==> config.mk <==
export PLATFORM = sky130hd
export DESIGN_NAME = pipe_stage_reg
export DESIGN_NICKNAME = d
export VERILOG_FILES = /design/src/rtl/pipe_stage_reg.sv
export SDC_FILE = /design/constraint.sdc
export NUM_CORES = 1
export LEC_CHECK = 0
export CAP_MARGIN = 10
export CORE_MARGIN = 2
export CORE_UTILIZATION = 50
export CTS_CLUSTER_SIZE = 14
export DETAILED_ROUTE_END_ITERATION = 16
export PLACE_DENSITY_LB_ADDON = 0.25
export SYNTH_ARGS = -nofsm -noshare
export SYNTH_HDL_FRONTEND = slang
export SYNTH_SLANG_ARGS = --single-unit
export TNS_END_PERCENT = 5
==> constraint.sdc <==
create_clock -name clk -period 6.5 [get_ports clk]
set_input_delay 1.3 -clock clk [delete_from_list [all_inputs] [get_ports clk]]
set_output_delay 1.3 -clock clk [all_outputs]
set_load 0.1 [all_outputs]
==> src/rtl/pipe_stage_reg.sv <==
// Pipeline stage register with an optional skid entry, hazard freeze, branch flush
// and saturating stall/flush performance counters.
module pipe_stage_reg #(
  parameter int                 PC_W      = 32,
  parameter int                 INSTR_W   = 32,
  parameter logic [INSTR_W-1:0] NOP_INSTR = '0,
  parameter bit                 SKID      = 1'b1,
  parameter int                 CNT_W     = 16
) (
  input  logic               clk,
  input  logic               rst,
  input  logic               freeze,
  input  logic               flush,
  input  logic               cnt_clr,
  input  logic               in_valid,
  output logic               in_ready,
  input  logic [PC_W-1:0]    in_pc,
  input  logic [INSTR_W-1:0] in_instr,
  output logic               out_valid,
  input  logic               out_ready,
  output logic [PC_W-1:0]    out_pc,
  output logic [INSTR_W-1:0] out_instr,
  output logic [CNT_W-1:0]   stall_cnt,
  output logic [CNT_W-1:0]   flush_cnt
);

  logic               main_valid_q, main_valid_d;
  logic [PC_W-1:0]    main_pc_q,    main_pc_d;
  logic [INSTR_W-1:0] main_instr_q, main_instr_d;
  logic               skid_valid_q, skid_valid_d;
  logic [PC_W-1:0]    skid_pc_q,    skid_pc_d;
  logic [INSTR_W-1:0] skid_instr_q, skid_instr_d;
  logic [CNT_W-1:0]   stall_cnt_q,  stall_cnt_d;
  logic [CNT_W-1:0]   flush_cnt_q,  flush_cnt_d;

  logic in_fire;
  logic out_fire;
  logic stall_evt;

  assign out_valid = main_valid_q & ~freeze & ~flush;
  assign in_ready  = (SKID ? ~skid_valid_q : (~main_valid_q | out_ready)) & ~freeze & ~flush;
  assign in_fire   = in_valid & in_ready;
  assign out_fire  = out_valid & out_ready;
  assign stall_evt = freeze | (main_valid_q & ~out_ready);

  assign out_pc    = main_pc_q;
  assign out_instr = main_instr_q;
  assign stall_cnt = stall_cnt_q;
  assign flush_cnt = flush_cnt_q;

  // Skid always drains into main before any newer beat, which keeps program order.
  always_comb begin
    main_valid_d = main_valid_q;
    main_pc_d    = main_pc_q;
    main_instr_d = main_instr_q;
    skid_valid_d = skid_valid_q;
    skid_pc_d    = skid_pc_q;
    skid_instr_d = skid_instr_q;
    if (flush) begin
      main_valid_d = 1'b0;
      skid_valid_d = 1'b0;
      main_pc_d    = '0;
      main_instr_d = NOP_INSTR;
    end else if (!freeze) begin
      if (!main_valid_q || out_fire) begin
        if (skid_valid_q) begin
          main_valid_d = 1'b1;
          main_pc_d    = skid_pc_q;
          main_instr_d = skid_instr_q;
          skid_valid_d = SKID && in_fire;
          if (SKID && in_fire) begin
            skid_pc_d    = in_pc;
            skid_instr_d = in_instr;
          end
        end else if (in_fire) begin
          main_valid_d = 1'b1;
          main_pc_d    = in_pc;
          main_instr_d = in_instr;
        end else begin
          main_valid_d = 1'b0;
        end
      end else if (SKID && in_fire) begin
        skid_valid_d = 1'b1;
        skid_pc_d    = in_pc;
        skid_instr_d = in_instr;
      end
    end
  end

  always_comb begin
    stall_cnt_d = stall_cnt_q;
    flush_cnt_d = flush_cnt_q;
    if (cnt_clr) begin
      stall_cnt_d = '0;
      flush_cnt_d = '0;
    end else begin
      if (stall_evt && (stall_cnt_q != {CNT_W{1'b1}})) stall_cnt_d = stall_cnt_q + CNT_W'(1);
      if (flush && (flush_cnt_q != {CNT_W{1'b1}})) flush_cnt_d = flush_cnt_q + CNT_W'(1);
    end
  end

  always_ff @(posedge clk or posedge rst) begin
    if (rst) begin
      main_valid_q <= 1'b0;
      main_pc_q    <= '0;
      main_instr_q <= NOP_INSTR;
      skid_valid_q <= 1'b0;
      skid_pc_q    <= '0;
      skid_instr_q <= NOP_INSTR;
      stall_cnt_q  <= '0;
      flush_cnt_q  <= '0;
    end else begin
      main_valid_q <= main_valid_d;
      main_pc_q    <= main_pc_d;
      main_instr_q <= main_instr_d;
      skid_valid_q <= skid_valid_d;
      skid_pc_q    <= skid_pc_d;
      skid_instr_q <= skid_instr_d;
      stall_cnt_q  <= stall_cnt_d;
      flush_cnt_q  <= flush_cnt_d;
    end
  end

endmodule
Word level (Yosys, flattened, before mapping):

Index checks and enable logic that the tools add are counted.

* add/sub/neg operators: 2
* equality and inequality tests: 4
* multiplexer cells: 30
* bitwise gates (word level): 12
* reduce and logical (&&, ||, !) cells: 13

Operators by type and width (number)
* two-way mux 32 bit: 16
* two-way mux 16 bit: 4
* adder 16 x 1 -> 16 bit, second input constant: 2
* inequality test 16 bit, second input constant: 2
* two-way mux 1 bit: 10
* bitwise AND 1 bit: 7
* AND reduction 3 bit: 2
* nonzero test 2 bit: 3
* nonzero test 3 bit: 2
* inverter 1 bit: 4
* AND reduction 2 bit: 2
* logical AND 1 bit: 2
* inequality test 2 x 1 -> 1 bit, second input constant: 1
* inequality test 2 bit, second input constant: 1
* zero test 1 bit: 1
* logical OR 1 bit: 1
* bitwise OR 1 bit: 1

* register bits: 162
* output and inout port bits: 98

Longest topological paths before layout:

* word-level depth: 9
* mapped depth: 7
* depth with buffers taken out: 5

Worst setup path before layout:

No wires, ideal clock.

* path kind: input port to output port
* start: input port freeze
* end: output port in_ready
* arrival time: 3.516 ns
* data required time: 5.200 ns
* path slack: 1.684 ns
* stages: 2
* path buffers: 1
* cell sequence: buf_2 -> nor3_1

* longest elaborated chain between the ends: 3

Ends and longest elaborated chain
* start, declared: RTL line 12 `input logic freeze,`
* inverter 1 bit (no source line)
* bitwise AND 1 bit (2 in a row): RTL line 41 `assign in_ready = (SKID ? ~skid_valid_q : (~main_valid_q | out_ready)) & ~freeze & ~flush;`
* end, declared: RTL line 16 `output logic in_ready,`

Every way passes these cells.

Final worst setup path:

Same ends and word-level chain as after synthesis.

==> insert_results.sql <==
INSERT INTO impl_metrics (metric_group, metric, value, unit) VALUES
('outcome', 'run_status', 'finished, final reports clean', ''),
('critical_path', 'reg2reg_depth', '4', ''),
('sta', 'rsz_0062_raised_after_global_routing', 'no', ''),
('hold_path', 'min_from', 'out_pc[9]', ''),
('yosys', 'synth_flop_cell', 'dfrtp_1', ''),
('critical_path', 'worstSetupStartpointType', 'input port', ''),
('yosys', 'synth.cells.most_frequent', 'dfrtp_1, mux2_2, mux2i_1', ''),
('layout', 'filler_cell_count', '1025', ''),
('yosys', 'ys_seq_elements', '162', ''),
('clocking', 'cts_buffers', '17', ''),
('global_route', 'number_of_global_route_vias_before_repair', '5405', ''),
('yosys', 'synth-edff-count', '0', ''),
('place', 'post-place-cells', '885', ''),
('sta', 'post-route-min-period', '4.65', 'ns'),
('clocking', 'clkTransAtPathRegs', '0.06', 'ns'),
('yosys', 'synthesis.yosys.warnings', '0', ''),
('clocking', 'tritoncts', 'done', ''),
('yosys', 'yosysMostFrequentCell', 'dfrtp_1', ''),
('yosys', 'synth_seq_area_share', '0.556', ''),
('sta', 'relSlewSlack', '0.307', ''),
('sta', 'setup-violations-final', '0', ''),
('place', 'dpl_worst_slack', '1.87', 'ns'),
('die', 'placement_rows', '44', ''),
('yosys', 'netlist.top_cell.by_area', 'dfrtp_1', ''),
('critical_path', 'regToRegEndpoint', 'skid_instr_q[23]', ''),
('global_route', 'initial_antenna_violation_count', '0', ''),
('drt', 'drt_wl_cell', '19.3', 'µm'),
('yosys', 'mappedNetlistNets', '636', ''),
('die', 'floorplan.die.width', '125', 'µm'),
('layout', 'nNetsFinal', '793', ''),
('layout', 'layout-drive-gt1-share', '0.160', ''),
('global_route', 'grt_first_pass_wirelength', '28.6', 'mm'),
('hold_path', 'hold_path_class', 'flip-flop to flip-flop', ''),
('power_and_ir_drop', 'leakage', '4.00', 'nW'),
('place', 'placedInstanceArea', '9040', 'µm²'),
('clocking', 'clock_tree.htree_level_count', '4', ''),
('layout', 'post_layout_utilization_of_the_core', '0.672', ''),
('die', 'design.portCount', '169', ''),
('global_route', 'grt_overflow_total', '0', ''),
('sta', 'final_max_slew_viol_count', '0', ''),
('critical_path', 'r2r_setup_slack', '3.60', 'ns'),
('clocking', 'max-clock-path-buffers', '2', ''),
('yosys', 'syn_area', '7290', 'µm²'),
('yosys', 'synth.top_cell.area_share', '0.556', ''),
('drt', 'via_count', '5328', ''),
('sta', 'achievable-frequency', '215', 'MHz'),
('sta', 'setup-tns-final', '0', 'ns'),
('clocking', 'post_cts_resize_count', '0', ''),
('place', 'gp_routability_congestion', '0.826', ''),
('global_route', 'globalRouteTotalUtil', '0.231', ''),
('sta', 'finClkSkew', '0.00829', 'ns'),
('drt', 'antenna_violating_nets_remaining', '0', ''),
('layout', 'final_design_area_no_fill', '9660', 'µm²'),
('hold_path', 'hold_path_depth', '1', ''),
('clocking', 'clockRootBuffer', 'clkbuf_16', ''),
('sta', 'fin_worst_hold_slack', '0.489', 'ns'),
('layout', 'register_area', '4060', 'µm²'),
('sta', 'worst_slew_pin_slew', '1.04', 'ns'),
('critical_path', 'cp_max_fo', '11', ''),
('hold_path', 'whs_endpoint', 'out_pc[9]', ''),
('power_and_ir_drop', 'p_per_area', '266', 'nW/µm²'),
('clocking', 'hold_buffers', '0', ''),
('layout', 'area_growth', '32.4', '%'),
('yosys', 'synth_cell_type_count', '44', ''),
('drt', 'drt_iter0_drc', '437', ''),
('yosys', 'netlist_top_cells_area', 'dfrtp_1, mux2_2, mux2i_1', ''),
('layout', 'stdcell_count', '917', ''),
('drt', 'finalWirelength', '17.7', 'mm'),
('clocking', 'cts.sink_count', '162', ''),
('drt', 'drt-pass1-iter-count', '4', ''),
('clocking', 'worst_skew_pair.late_latency', '0.42', 'ns');
[routing by layer]
metal	vias to the layer above	track usage	share of wire
met4	0	0.0621	0.0088
met3	11	0.0679	0.062
li1	2449	-	-
met5	-	0	0
met1	2697	0.293	0.43
met2	171	0.389	0.50
[kinds of logic after synthesis]
| kind of cell | count (synthesis) | share of synthesized area |
|---|---|---|
| compound gates | 120 | 0.126 |
| mux | 137 | 0.200 |
| simple gates | 97 | 0.0799 |
| buf+inv | 44 | 0.0340 |
| xor+xnor | 1 | 0.00120 |
| fa+ha+maj | 2 | 0.00343 |
| flops | 162 | 0.556 |
[placed cells by master, fill, tap and decap left out, types with 8 or more instances in the layout]
master           instances
dfrtp_1                161
mux2_2                  70
or3_1                   11
o2bb2ai_1               64
o21ai_0                 11
nand3_1                  9
nor2_1                  16
inv_1                    8
a21oi_1                 19
nor2b_1                  8
clkdlybuf4s50_1        168
nor3_1                   8
mux2i_1                 67
nand2_1                 12
clkbuf_16               17
[sequential cells by signal (all words and copies together), names as in the netlist]
name          flops
skid_pc_q        32
out_instr        32
skid_instr_q     32
flush_cnt        16
skid_valid_q      1
stall_cnt        16
out_pc           32
main_valid_q      1
[where the power goes]
group | switching, mW | leakage, nW | internal [mW]
registers | 0.0492 | 2.21 | 1.09
logic | 0.249 | 1.49 | 0.147
clock network | 0.406 | 0.299 | 0.636
total | 0.704 | 4.00 | 1.87
[area by class of cell]
type / instances / share of cell area
Inverter: 9 / 0.00402
Timing Repair Buffer: 173 / 0.178
Sequential cell: 162 / 0.420
Clock inverter: 12 / 0.0159
Multi-Input combinational cell: 357 / 0.310
Clock buffer: 20 / 0.0483
Tap cell: 184 / 0.0238
[critical path, cell delays in order]
cell             delay, ns
clkdlybuf4s50_1       0.60
nor3_1                0.27
clkdlybuf4s50_1       1.18
[worst max path at each step]
stage	slack, ns	endpoint	depth (start not counted)	startpoint
after floorplan	0.82	flush_cnt[0]	1	rst
after global placement	1.87	out_valid	4	flush
after detailed placement	1.87	out_valid	4	flush
after CTS	1.86	out_valid	4	flush
after global routing	1.75	out_valid	4	flush
final	1.85	in_ready	3	freeze
Power figures use the tool's default switching activity.
